`config.mk`:
```
export PLATFORM = sky130hd
export DESIGN_NAME = io_write_buffered
export DESIGN_NICKNAME = d
export VERILOG_FILES = /design/src/rtl/io_write_buffered_pkg.sv /design/src/rtl/io_write_buffered_fifo.sv /design/src/rtl/io_write_buffered.sv
export SDC_FILE = /design/constraint.sdc
export NUM_CORES = 1
export LEC_CHECK = 0
export ABC_AREA = 1
export CORE_UTILIZATION = 61
export CTS_CLUSTER_SIZE = 24
export DETAILED_ROUTE_END_ITERATION = 7
export GPL_TIMING_DRIVEN = 0
export PLACE_DENSITY = 0.87
export SLEW_MARGIN = 40
export SYNTH_ARGS = -nofsm -noshare
export SYNTH_HDL_FRONTEND = slang
export SYNTH_HIERARCHICAL = 1
export SYNTH_SLANG_ARGS = --single-unit
```
`constraint.sdc`:
```
create_clock -name clock -period 9.8 [get_ports clock]
set_input_delay 2.45 -clock clock [delete_from_list [all_inputs] [get_ports clock]]
set_output_delay 2.45 -clock clock [all_outputs]
set_load 0.03 [all_outputs]
```
`src/rtl/io_write_buffered_pkg.sv`:
```
// Shared definitions for the buffered I/O write stage: ready-state encoding,
// a constant-capable clog2, and the write-port address decode helpers.
package io_write_buffered_pkg;

  // Stage-1 ready encoding seen on EmptyFull_masked: EMPTY means the
  // addressed port still has room for another instruction, FULL means stall.
  localparam logic EMPTY = 1'b1;
  localparam logic FULL  = 1'b0;

  // Ceiling log2, usable in localparam expressions.
  function automatic int clog2(input int value);
    int result;
    int remaining;
    result    = 0;
    remaining = value - 1;
    while (remaining > 0) begin
      result    = result + 1;
      remaining = remaining >> 1;
    end
    return result;
  endfunction

  // True when addr falls inside the contiguous block of write ports that
  // starts at base and spans count ports.
  function automatic logic is_io(input int unsigned addr,
                                 input int unsigned base,
                                 input int unsigned count);
    return (addr >= base) && ((addr - base) < count);
  endfunction

  // Port number for an address already known to be inside the port block.
  function automatic int unsigned port_index(input int unsigned addr,
                                             input int unsigned base);
    return addr - base;
  endfunction

endpackage

```
`src/rtl/io_write_buffered_fifo.sv`:
```
// Single show-ahead FIFO for one I/O write port. The head word is presented
// whenever the FIFO holds data; a push arriving while full is dropped unless a
// pop frees the slot in the same cycle, and the drop latches a sticky error.
module io_write_fifo
  import io_write_buffered_pkg::*;
#(
  parameter  int WIDTH = 36,
  parameter  int DEPTH = 4,
  localparam int AW    = clog2(DEPTH),
  localparam int CW    = AW + 1
) (
  input  logic             clock,
  input  logic             reset,
  input  logic             push,
  input  logic [WIDTH-1:0] push_data,
  input  logic             pop,
  output logic [WIDTH-1:0] head,
  output logic             valid,
  output logic [CW-1:0]    count,
  output logic             overflow
);

  logic [WIDTH-1:0] mem [DEPTH];
  logic [AW-1:0]    wr_ptr;
  logic [AW-1:0]    rd_ptr;
  logic             full;
  logic             do_pop;
  logic             do_push;

  assign full    = (count == CW'(DEPTH));
  assign valid   = (count != '0);
  assign do_pop  = pop & valid;
  // A pop in the same cycle makes room, so push-at-full with pop is legal.
  assign do_push = push & (~full | do_pop);
  // Empty FIFO presents zero rather than a stale word.
  assign head    = valid ? mem[rd_ptr] : '0;

  // Pointers, occupancy and the sticky overflow flag.
  always_ff @(posedge clock) begin
    if (reset) begin
      wr_ptr   <= '0;
      rd_ptr   <= '0;
      count    <= '0;
      overflow <= 1'b0;
    end else begin
      if (do_push) wr_ptr <= wr_ptr + AW'(1);
      if (do_pop)  rd_ptr <= rd_ptr + AW'(1);
      count <= count + CW'(do_push) - CW'(do_pop);
      if (push & full & ~do_pop) overflow <= 1'b1;
    end
  end

  // Word storage; contents are don't-care until counted in.
  always_ff @(posedge clock) begin
    if (do_push) mem[wr_ptr] <= push_data;
  end

endmodule

```
`src/rtl/io_write_buffered.sv`:
```
// Buffered I/O write stage. Decodes ALU writes onto RAM and a block of output
// ports, queues port writes in per-port FIFOs drained by valid/ready, and
// raises the stage-1 stall from FIFO occupancy plus in-flight reservations.
module io_write_buffered
  import io_write_buffered_pkg::*;
#(
  parameter int WORD_WIDTH              = 36,
  parameter int ADDR_WIDTH              = 10,
  parameter int RAM_ADDR_WIDTH          = 10,
  parameter int IO_WRITE_PORT_COUNT     = 4,
  parameter int IO_WRITE_PORT_BASE_ADDR = 1020,
  parameter int FIFO_DEPTH              = 4,
  parameter int IN_FLIGHT_MAX           = 2
) (
  input  logic                                      clock,
  input  logic                                      reset,
  input  logic [ADDR_WIDTH-1:0]                     addr_raw,
  input  logic                                      IO_ready,
  input  logic [WORD_WIDTH-1:0]                     ALU_result,
  input  logic [ADDR_WIDTH-1:0]                     ALU_addr,
  input  logic                                      ALU_write_is_IO,
  input  logic                                      ALU_wren,
  output logic                                      write_is_IO,
  output logic                                      EmptyFull_masked,
  output logic [IO_WRITE_PORT_COUNT-1:0]            port_valid,
  input  logic [IO_WRITE_PORT_COUNT-1:0]            port_ready,
  output logic [IO_WRITE_PORT_COUNT*WORD_WIDTH-1:0] port_data,
  output logic [IO_WRITE_PORT_COUNT-1:0]            port_overflow,
  output logic [WORD_WIDTH-1:0]                     data_RAM,
  output logic [RAM_ADDR_WIDTH-1:0]                 addr_RAM,
  output logic                                      wren_RAM
);

  localparam int CNT_W  = clog2(FIFO_DEPTH) + 1;
  localparam int PIDX_W = (IO_WRITE_PORT_COUNT > 1) ? clog2(IO_WRITE_PORT_COUNT) : 1;

  // Address decode for the stage-1 address and the ALU write address.
  logic              raw_io;
  logic [PIDX_W-1:0] raw_idx;
  logic              alu_io;
  logic [PIDX_W-1:0] alu_idx;

  assign raw_io  = is_io(32'(addr_raw), IO_WRITE_PORT_BASE_ADDR, IO_WRITE_PORT_COUNT);
  assign raw_idx = PIDX_W'(port_index(32'(addr_raw), IO_WRITE_PORT_BASE_ADDR));
  assign alu_io  = is_io(32'(ALU_addr), IO_WRITE_PORT_BASE_ADDR, IO_WRITE_PORT_COUNT);
  assign alu_idx = PIDX_W'(port_index(32'(ALU_addr), IO_WRITE_PORT_BASE_ADDR));

  // Per-port occupancy gathered from the FIFO instances.
  logic [CNT_W-1:0] fifo_count [IO_WRITE_PORT_COUNT];

  // Reservation delay line: one slot per pipeline stage between the stage-1
  // check and the FIFO push, each holding the port an accepted write targets.
  logic              pend_vld  [IN_FLIGHT_MAX];
  logic [PIDX_W-1:0] pend_port [IN_FLIGHT_MAX];
  logic              reserve;

  int               pending_raw;
  logic [CNT_W-1:0] count_raw;
  int               free_room;

  // Stage-1 check: the addressed port must keep IN_FLIGHT_MAX words of
  // headroom beyond what is stored and what is already promised to it.
  always_comb begin
    pending_raw = 0;
    count_raw   = '0;
    free_room   = FIFO_DEPTH;
    for (int i = 0; i < IN_FLIGHT_MAX; i++) begin
      if (pend_vld[i] && (pend_port[i] == raw_idx)) pending_raw = pending_raw + 1;
    end
    if (raw_io) count_raw = fifo_count[raw_idx];
    free_room = FIFO_DEPTH - int'(count_raw) - pending_raw;
    if (!raw_io)                       EmptyFull_masked = EMPTY;
    else if (free_room > IN_FLIGHT_MAX) EmptyFull_masked = EMPTY;
    else                               EmptyFull_masked = FULL;
  end

  // A stage-1 I/O write that passes the check while the thread is ready
  // claims a slot until it would have reached the FIFO.
  assign reserve = raw_io & (EmptyFull_masked == EMPTY) & IO_ready;

  // Shift reservations toward the FIFO; a reset forgets all of them.
  always_ff @(posedge clock) begin
    if (reset) begin
      for (int i = 0; i < IN_FLIGHT_MAX; i++) pend_vld[i] <= 1'b0;
    end else begin
      pend_vld[0] <= reserve;
      for (int i = 1; i < IN_FLIGHT_MAX; i++) pend_vld[i] <= pend_vld[i-1];
    end
  end

  // Port tags travel with the valid bits and need no reset.
  always_ff @(posedge clock) begin
    pend_port[0] <= raw_idx;
    for (int i = 1; i < IN_FLIGHT_MAX; i++) pend_port[i] <= pend_port[i-1];
  end

  // I/O flag pipeline: decode registered, qualified by thread readiness,
  // then two more stages so it lines up with the instruction downstream.
  logic wio_p0;
  logic wio_p1;
  logic wio_p2;

  always_ff @(posedge clock) begin
    if (reset) begin
      wio_p0 <= 1'b0;
      wio_p1 <= 1'b0;
      wio_p2 <= 1'b0;
    end else begin
      wio_p0 <= raw_io;
      wio_p1 <= wio_p0 & IO_ready;
      wio_p2 <= wio_p1;
    end
  end

  assign write_is_IO = wio_p2;

  // RAM write port: ALU outputs registered once. The enable is not masked
  // for port addresses because the memory map leaves that range unused.
  always_ff @(posedge clock) begin
    if (reset) begin
      data_RAM <= '0;
      addr_RAM <= '0;
      wren_RAM <= 1'b0;
    end else begin
      data_RAM <= ALU_result;
      addr_RAM <= ALU_addr[RAM_ADDR_WIDTH-1:0];
      wren_RAM <= ALU_wren;
    end
  end

  // Push register: the word lands in its FIFO on the edge that ends the
  // cycle in which wren_RAM is high for the same instruction.
  logic                  push_vld_p0;
  logic [PIDX_W-1:0]     push_idx_p0;
  logic [WORD_WIDTH-1:0] push_data_p0;

  always_ff @(posedge clock) begin
    if (reset) begin
      push_vld_p0 <= 1'b0;
    end else begin
      push_vld_p0 <= ALU_write_is_IO & ALU_wren & alu_io;
    end
  end

  // Push payload is qualified by push_vld_p0 and needs no reset.
  always_ff @(posedge clock) begin
    push_idx_p0  <= alu_idx;
    push_data_p0 <= ALU_result;
  end

  // One show-ahead FIFO per output port; at most one is pushed per cycle.
  for (genvar g = 0; g < IO_WRITE_PORT_COUNT; g++) begin : g_port
    logic                  fifo_push;
    logic                  fifo_valid;
    logic                  fifo_overflow;
    logic [WORD_WIDTH-1:0] fifo_head;
    logic [CNT_W-1:0]      fifo_cnt;

    assign fifo_push = push_vld_p0 && (push_idx_p0 == PIDX_W'(g));

    io_write_fifo #(
      .WIDTH (WORD_WIDTH),
      .DEPTH (FIFO_DEPTH)
    ) u_fifo (
      .clock     (clock),
      .reset     (reset),
      .push      (fifo_push),
      .push_data (push_data_p0),
      .pop       (fifo_valid & port_ready[g]),
      .head      (fifo_head),
      .valid     (fifo_valid),
      .count     (fifo_cnt),
      .overflow  (fifo_overflow)
    );

    assign port_valid[g]                            = fifo_valid;
    assign port_overflow[g]                         = fifo_overflow;
    assign port_data[g*WORD_WIDTH +: WORD_WIDTH]    = fifo_head;
    assign fifo_count[g]                            = fifo_cnt;
  end

endmodule

```
Word level (Yosys, flattened, before mapping)
Memories as Yosys holds them, arrays and structs flattened. A register that Yosys moved wholly into a read port is not among the register bits.
Index checks and enable logic that the tools add are counted.
Widths: inputs -> output; s select.
{"block": "totals", "regBits": 121, "ram_bits": 582, "in_bits": 65, "elab_cells": 153, "memories": 6}
{"name": "g_port[0].u_fifo.mem", "depth": 4, "word_bits": 36, "rd": 1, "rd_clocked_by_memory_dff": 1, "write_ports": 1, "line": "io_write_buffered_fifo.sv:23", "source": "logic [WIDTH-1:0] mem [DEPTH];"}
{"name": "g_port[1].u_fifo.mem", "depth": 4, "word_bits": 36, "rd": 1, "rd_clocked_by_memory_dff": 1, "write_ports": 1, "line": "io_write_buffered_fifo.sv:23"}
{"name": "g_port[2].u_fifo.mem", "depth": 4, "word_bits": 36, "rd": 1, "rd_clocked_by_memory_dff": 1, "write_ports": 1, "line": "io_write_buffered_fifo.sv:23"}
{"name": "g_port[3].u_fifo.mem", "depth": 4, "word_bits": 36, "rd": 1, "rd_clocked_by_memory_dff": 1, "write_ports": 1, "line": "io_write_buffered_fifo.sv:23"}
{"name": "pend_port", "depth": 2, "word_bits": 2, "rd": 2, "rd_clocked_by_memory_dff": 0, "write_ports": 2, "line": "io_write_buffered.sv:54", "source": "logic [PIDX_W-1:0] pend_port [IN_FLIGHT_MAX];"}
{"name": "pend_vld", "depth": 2, "word_bits": 1, "rd": 2, "rd_clocked_by_memory_dff": 0, "write_ports": 2, "line": "io_write_buffered.sv:53", "source": "logic pend_vld [IN_FLIGHT_MAX];"}
{"block": "op_classes", "add_sub_neg": 21, "magnitude_cmp": 6, "eq_ne": 9, "muxes": 33, "bitwise_logic": 40, "n_reduce_logical": 13}
{"op": "$mux 36", "n": 4}
{"op": "$lt 32x3->1 const B", "n": 2}
{"op": "$add 32x2->32 const B", "n": 1}
{"op": "$gt 32x3->1 const B", "n": 1}
{"op": "$mux 32", "n": 1}
{"op": "$sub 4x32->32", "n": 1}
{"op": "$and 1x1->1", "n": 25}
{"op": "$sub 10x10->11 const B", "n": 2}
{"op": "$ge 10x10->1 const B", "n": 2}
{"op": "$add 2x1->2 const B", "n": 8}
{"op": "$mux 1", "n": 16}
{"op": "$mux 2", "n": 8}
{"op": "$add 3x1->3", "n": 4}
{"op": "$eq 3x3->1 const B", "n": 4}
{"op": "$reduce_bool 3->1", "n": 4}
{"op": "$sub 3x1->3", "n": 4}
{"op": "$mux 3", "n": 3}
{"op": "$logic_and 1x1->1", "n": 8}
{"op": "$not 1->1", "n": 8}
{"op": "$bmux 3 s2", "n": 1}
{"op": "$or 1x1->1", "n": 6}
{"op": "$eq 2x2->1", "n": 2}
{"op": "$eq 2x2->1 const B", "n": 2}
{"op": "$sub 3x3->4 const A", "n": 1}
{"op": "4 further kinds", "n": 4}

Depth between registers and ports, before layout
{"block": "depth", "ltp_word": 14, "ltp_mapped": 22, "ltp_nobuf": 22}

Modules after synthesis
The synthesis kept the hierarchy.
{"mod": "io_write_fifo", "instances": 4, "cells_per_inst": 498, "area_each_um2": 6123.4, "seq_area_each_um2": 4524.3}
{"mod": "io_write_buffered", "instances": 1, "cells_per_inst": 324, "area_each_um2": 2987.9, "seq_area_each_um2": 1901.8}

Worst setup path after synthesis
Ideal clock, no wire load.
{"block": "synth_path", "path_type": "input -> output", "start": "input addr_raw[3]", "end": "output EmptyFull_masked", "arrival_ps": 4983, "path_slack_ps": 2367, "stages": 20, "cell_sequence": "nand2_1 nor2_1 nand2_1 inv_2 nand3_1 ha_1 ha_1 a21oi_1 nand4_1 ha_1 nor3_1 nand2_1 nand2_1 nand2_1 a21oi_1 nand2_1 nor2_1 nand2_1 nand2_2 nand2_1"}
{"block": "synth_via", "elab_chain_len": 9, "word_cells_on_any_way": 10, "cone_classes": "3 x add/sub; 3 x order compare; 3 x mux; 1 x reduce/logical"}
{"item": "start, declared", "line": "io_write_buffered.sv:17", "source": "input logic [ADDR_WIDTH-1:0] addr_raw,"}
{"item": "$sub 10x10->11"}
{"item": "$lt 32x3->1", "line": "io_write_buffered_pkg.sv:28", "source": "return (addr >= base) && ((addr - base) < count);"}
{"item": "$logic_and 1x1->1 *", "line": "io_write_buffered_pkg.sv:28"}
{"item": "$mux 3", "line": "io_write_buffered.sv:70", "source": "if (raw_io) count_raw = fifo_count[raw_idx];"}
{"item": "$sub 3x3->4", "line": "io_write_buffered.sv:71", "source": "free_room = FIFO_DEPTH - int'(count_raw) - pending_raw;"}
{"item": "$sub 4x32->32", "line": "io_write_buffered.sv:71"}
{"item": "$gt 32x3->1", "line": "io_write_buffered.sv:73", "source": "else if (free_room > IN_FLIGHT_MAX) EmptyFull_masked = EMPTY;"}
{"item": "$mux 1", "line": "io_write_buffered.sv:73"}
{"item": "$mux 1 *", "line": "io_write_buffered.sv:72", "source": "if (!raw_io) EmptyFull_masked = EMPTY;"}
{"item": "end, declared", "line": "io_write_buffered.sv:24", "source": "output logic EmptyFull_masked,"}
Mark *: on every way between the ends. The rest lies on a longest branch, timed or not.

Worst setup path in the final report
{"block": "layout_path", "start": "input addr_raw[0]", "end": "output EmptyFull_masked"}
{"block": "layout_via", "elab_chain_len": 11, "word_cells_on_any_way": 21, "cone_classes": "4 x add/sub; 3 x order compare; 2 x eq/ne; 8 x mux; 1 x bitwise; 3 x reduce/logical"}
{"item": "branches (longest 10 deep; another with $lt 32x3->1)"}
{"item": "$mux 1 *", "line": "io_write_buffered.sv:72"}
Every way passes the cells marked *. The select of a mux whose other input is x is not followed.

==> impl_results.md <==
* Run status: complete, no violations
* DR vias at 19.8k
* CP startpoint kind: input port
* Net switching power figure at 1.22 mW
* Worst setup path class: in -> out
* Worst Path Required at 7.35 ns
* Switching share of power at 20.3%
* Synth Area in Simple Gates at 12.0%
* Mean Syn Cell Area at 11.9 sq um
* Number of flops mapped to enable cells by yosys at 576
* Sequential share of power at 55.5%
* Final ANT Viol Nets at 0
* Post-Synth Adder-Cell Area at 1.87%
* Worst R2R Path Depth at 18
* H-tree levels at 3
* Netlist cell types at 28
* Worst min path class: reg -> reg
* CP Max Fanout at 10
* Final Max Slew Viols at 0
* Max-cap violations at 0
* Worst-skew pair later-pin latency at 0.61 ns
* Setup Slack @ Placement at 0.888 ns
* Share of layout cells above drive strength 1 at 10.9%
* Iteration-0 DRC Markers at 3019
* Clk_skew at 0.0419 ns
* Final Power at 5.99 mW
* DRC viols at 0
* RSZ-0062 raised after global routing: false
* Hold Crit Endpoint: pend_port[0][3]
* FMAX at 111 MHz
* RD Place Congestion at 0.857
* Compound-Gate Fraction of Synth Area at 8.35%
* DRT Wirelength at 75800 microns
* Total die area at 45900 sq um
* Combinational share of power at 1.6%
* Cell count after synthesis at 2316
* Core Area at 44300 sq um
* Ys flop type: edfxtp_1
* Register clock-pin slew on the reported worst setup and hold paths at 0.06 ns
* Root buffer cell: clkbuf_16
* Vias in the first global route at 19.8k
* Peak supply drop at 0.120 mV
* Top cells by area, synth: edfxtp_1 63%, dfxtp_1 9.8%, nor2_1 9.3%
* Pre-antenna DRT Iters at 6
* Initial Util at 62.0%
* Final hold slack at 0.387 ns
* Crit share post-route at 92.0%
* Fin. Hold Viols at 0
* IO Port Bufs at 265
* Top post-synthesis cells by count: 684 x nor2_1, 576 x edfxtp_1, 280 x o21ai_1, 164 x a21oi_1, 137 x inv_1
* Antenna Cells at 0
* Die height at 214 microns
* Post-route setup slack at 0.782 ns
* Post-Syn Nets at 2419
* R2r setup slk at 6.58 ns
* Reg-to-reg endpoint: pend_vld[0][0]
* XOR/XNOR Fraction of Synth Area at 0%
* DP Wirelength at 48000 microns
* Min Clock Period, post-route at 9.02 ns
* Fillers at 2509
* Yosys warnings at 6
* Area after DPL at 31600 sq um
* Post-synthesis sequential area ratio at 72.8%
* Final Setup Violations at 0
* Largest family of logic cells by synthesized area: simple AND/OR/NAND/NOR gates
* Worst slew margin at 47.4%
* CTS tree: built
* Int Power at 4.78 mW
* Fraction of registers with async set/reset at 0%
* Core Rows at 77
* HP Start: pend_port[0][1]
* Post-synthesis mux area share at 0%
* Setup bufs post-CTS at 0
* Slew @ Worst Pin at 0.789 ns
* DIE WIDTH at 214 microns
* Power share of the clock group at 42.9%
* Ports at 266
* CP endpoint kind: primary output
* Post-DR wirelength/cell at 22.8 microns
* Fin area at 33800 sq um
* CP startpoint: addr_raw[0]
* Critical R2R Launch: g_port[2].u_fifo/count[1]
* Pwr Density at 178 nW/um^2
* Placed insts at 3204
* P_leak at 12.1 nW
* Number of CTS-inserted buffers at 68
* Cell taking the most area after synthesis: edfxtp_1
* Hold Path Stages at 0
* Initial antenna violation count at 0
* Vias per inst at 5.94
* CP Data Arrival Time at 6.57 ns
* Final setup TNS at 0 ns
* Area grow syn2layout at 22.9%
* # hold bufs at CTS at 0
* Most frequent cell after synthesis: nor2_1
* Post-CTS Resized at 0
* Global-route wire length before repair at 111000 microns
* Tot GR Track Use at 32.5%
* Top cell type's share of synthesized area at 62.9%
* Final Core Density at 76.2%
* Synth Register Bits at 711
* Fin cells at 3329
* TritonCTS Sinks at 711
* GRT overflow at 0
* Net count, final at 2785
* Pin count of the biggest net entering global routing at 22
* Synthesized area at 27500 sq um
* Max clock buf depth at 3
sequential cells by signal, summed over array words and instances, names as in the netlist, named ones only:
| signal | flops |
|---|---|
| push_vld_p0 | 1 |
| addr_RAM | 10 |
| write_is_IO | 1 |
| push_idx_p0 | 2 |
| g_port.u_fifo/overflow | 4 |
| wren_RAM | 1 |
| pend_vld | 2 |
| g_port.u_fifo/rd_ptr | 8 |
| data_RAM | 36 |
| g_port.u_fifo/wr_ptr | 8 |
| wio_p0 | 1 |
| g_port.u_fifo/mem | 576 |
| wio_p1 | 1 |
| push_data_p0 | 36 |
| pend_port | 4 |
| g_port.u_fifo/count | 12 |
routing by layer:
| layer | track usage [%] | share of wire [%] |
|---|---|---|
| met2 | 54.7 | 49 |
| met3 | 7.05 | 12 |
| met4 | 16.6 | 5.1 |
| met5 | 0 | 0 |
| met1 | 39.8 | 34 |
layout make-up:
| cell class | count | area (sq um) | share of cell area, % |
|---|---|---|---|
| Buffer | 114 | 779 | 2.31 |
| Clock buffer | 94 | 1950 | 5.76 |
| Clock inverter | 31 | 235 | 0.697 |
| Inverter | 153 | 594 | 1.76 |
| Multi-Input combinational cell | 1338 | 6240 | 18.5 |
| Sequential cell | 711 | 20000 | 59.2 |
| Tap cell | 592 | 741 | 2.19 |
| Timing Repair Buffer | 296 | 3230 | 9.58 |
power groups by stage:
stage / Clock (mW) / Sequential [mW] / Combinational (mW)
CTS: 2.57 / 3.32 / 0.0971
finish: 2.57 / 3.32 / 0.0970
floorplan: 0 / 3.38 / 0.0176
detailed placement: 0 / 3.39 / 0.0961
global route: 2.70 / 3.32 / 0.103
global placement: 0 / 3.38 / 0.0935
how the worst max path moves through the flow:
stage	to	slack [ns]	depth (start not counted)
2_1_floorplan	EmptyFull_masked	2.37	20
3_3_place_gp	EmptyFull_masked	1.10	22
3_5_place_dp	EmptyFull_masked	0.89	21
4_1_cts	EmptyFull_masked	0.88	21
5_1_grt	EmptyFull_masked	0.54	22
6_report	EmptyFull_masked	0.78	21
critical path, cell delays in order:
cell and delay, ns:
clkdlybuf4s50_1 0.59, inv_2 0.26, o22ai_1 0.10, a211oi_1 0.29, ha_1 0.22, inv_1 0.07, ha_1 0.27, a21oi_1 0.24
nand4_1 0.18, ha_1 0.36, o21ai_0 0.22, nand2_1 0.09, nand2_1 0.07, nand2_1 0.06, a21oi_1 0.11, nand2_1 0.07
nor2_1 0.09, nand2_1 0.07, nand2_2 0.07, nand2_1 0.05, clkdlybuf4s50_1 0.60
cells in the final DEF (no fill, tap or decap), types with 8 or more instances in the layout:
cell and instances:
nor2_1 668, edfxtp_1 576, o21ai_1 280, clkdlybuf4s50_1 264, a21oi_1 164, inv_1 137, dfxtp_1 135, nand2_1 98
clkbuf_16 73, buf_2 41, buf_4 36, ha_1 33, nand3_1 27, clkbuf_1 21, buf_6 21, buf_8 20
nor2_4 16, clkinv_2 14, clkbuf_2 13, nand2_2 10, buf_16 10, o21ai_0 9, inv_2 8, inv_4 8
logic make-up after synthesis:
group / after synthesis
compound gates: 457
buf+inv: 267
simple gates: 843
fa+ha+maj: 38
flops: 711
No activity file was read; power rests on OpenSTA's default activity.
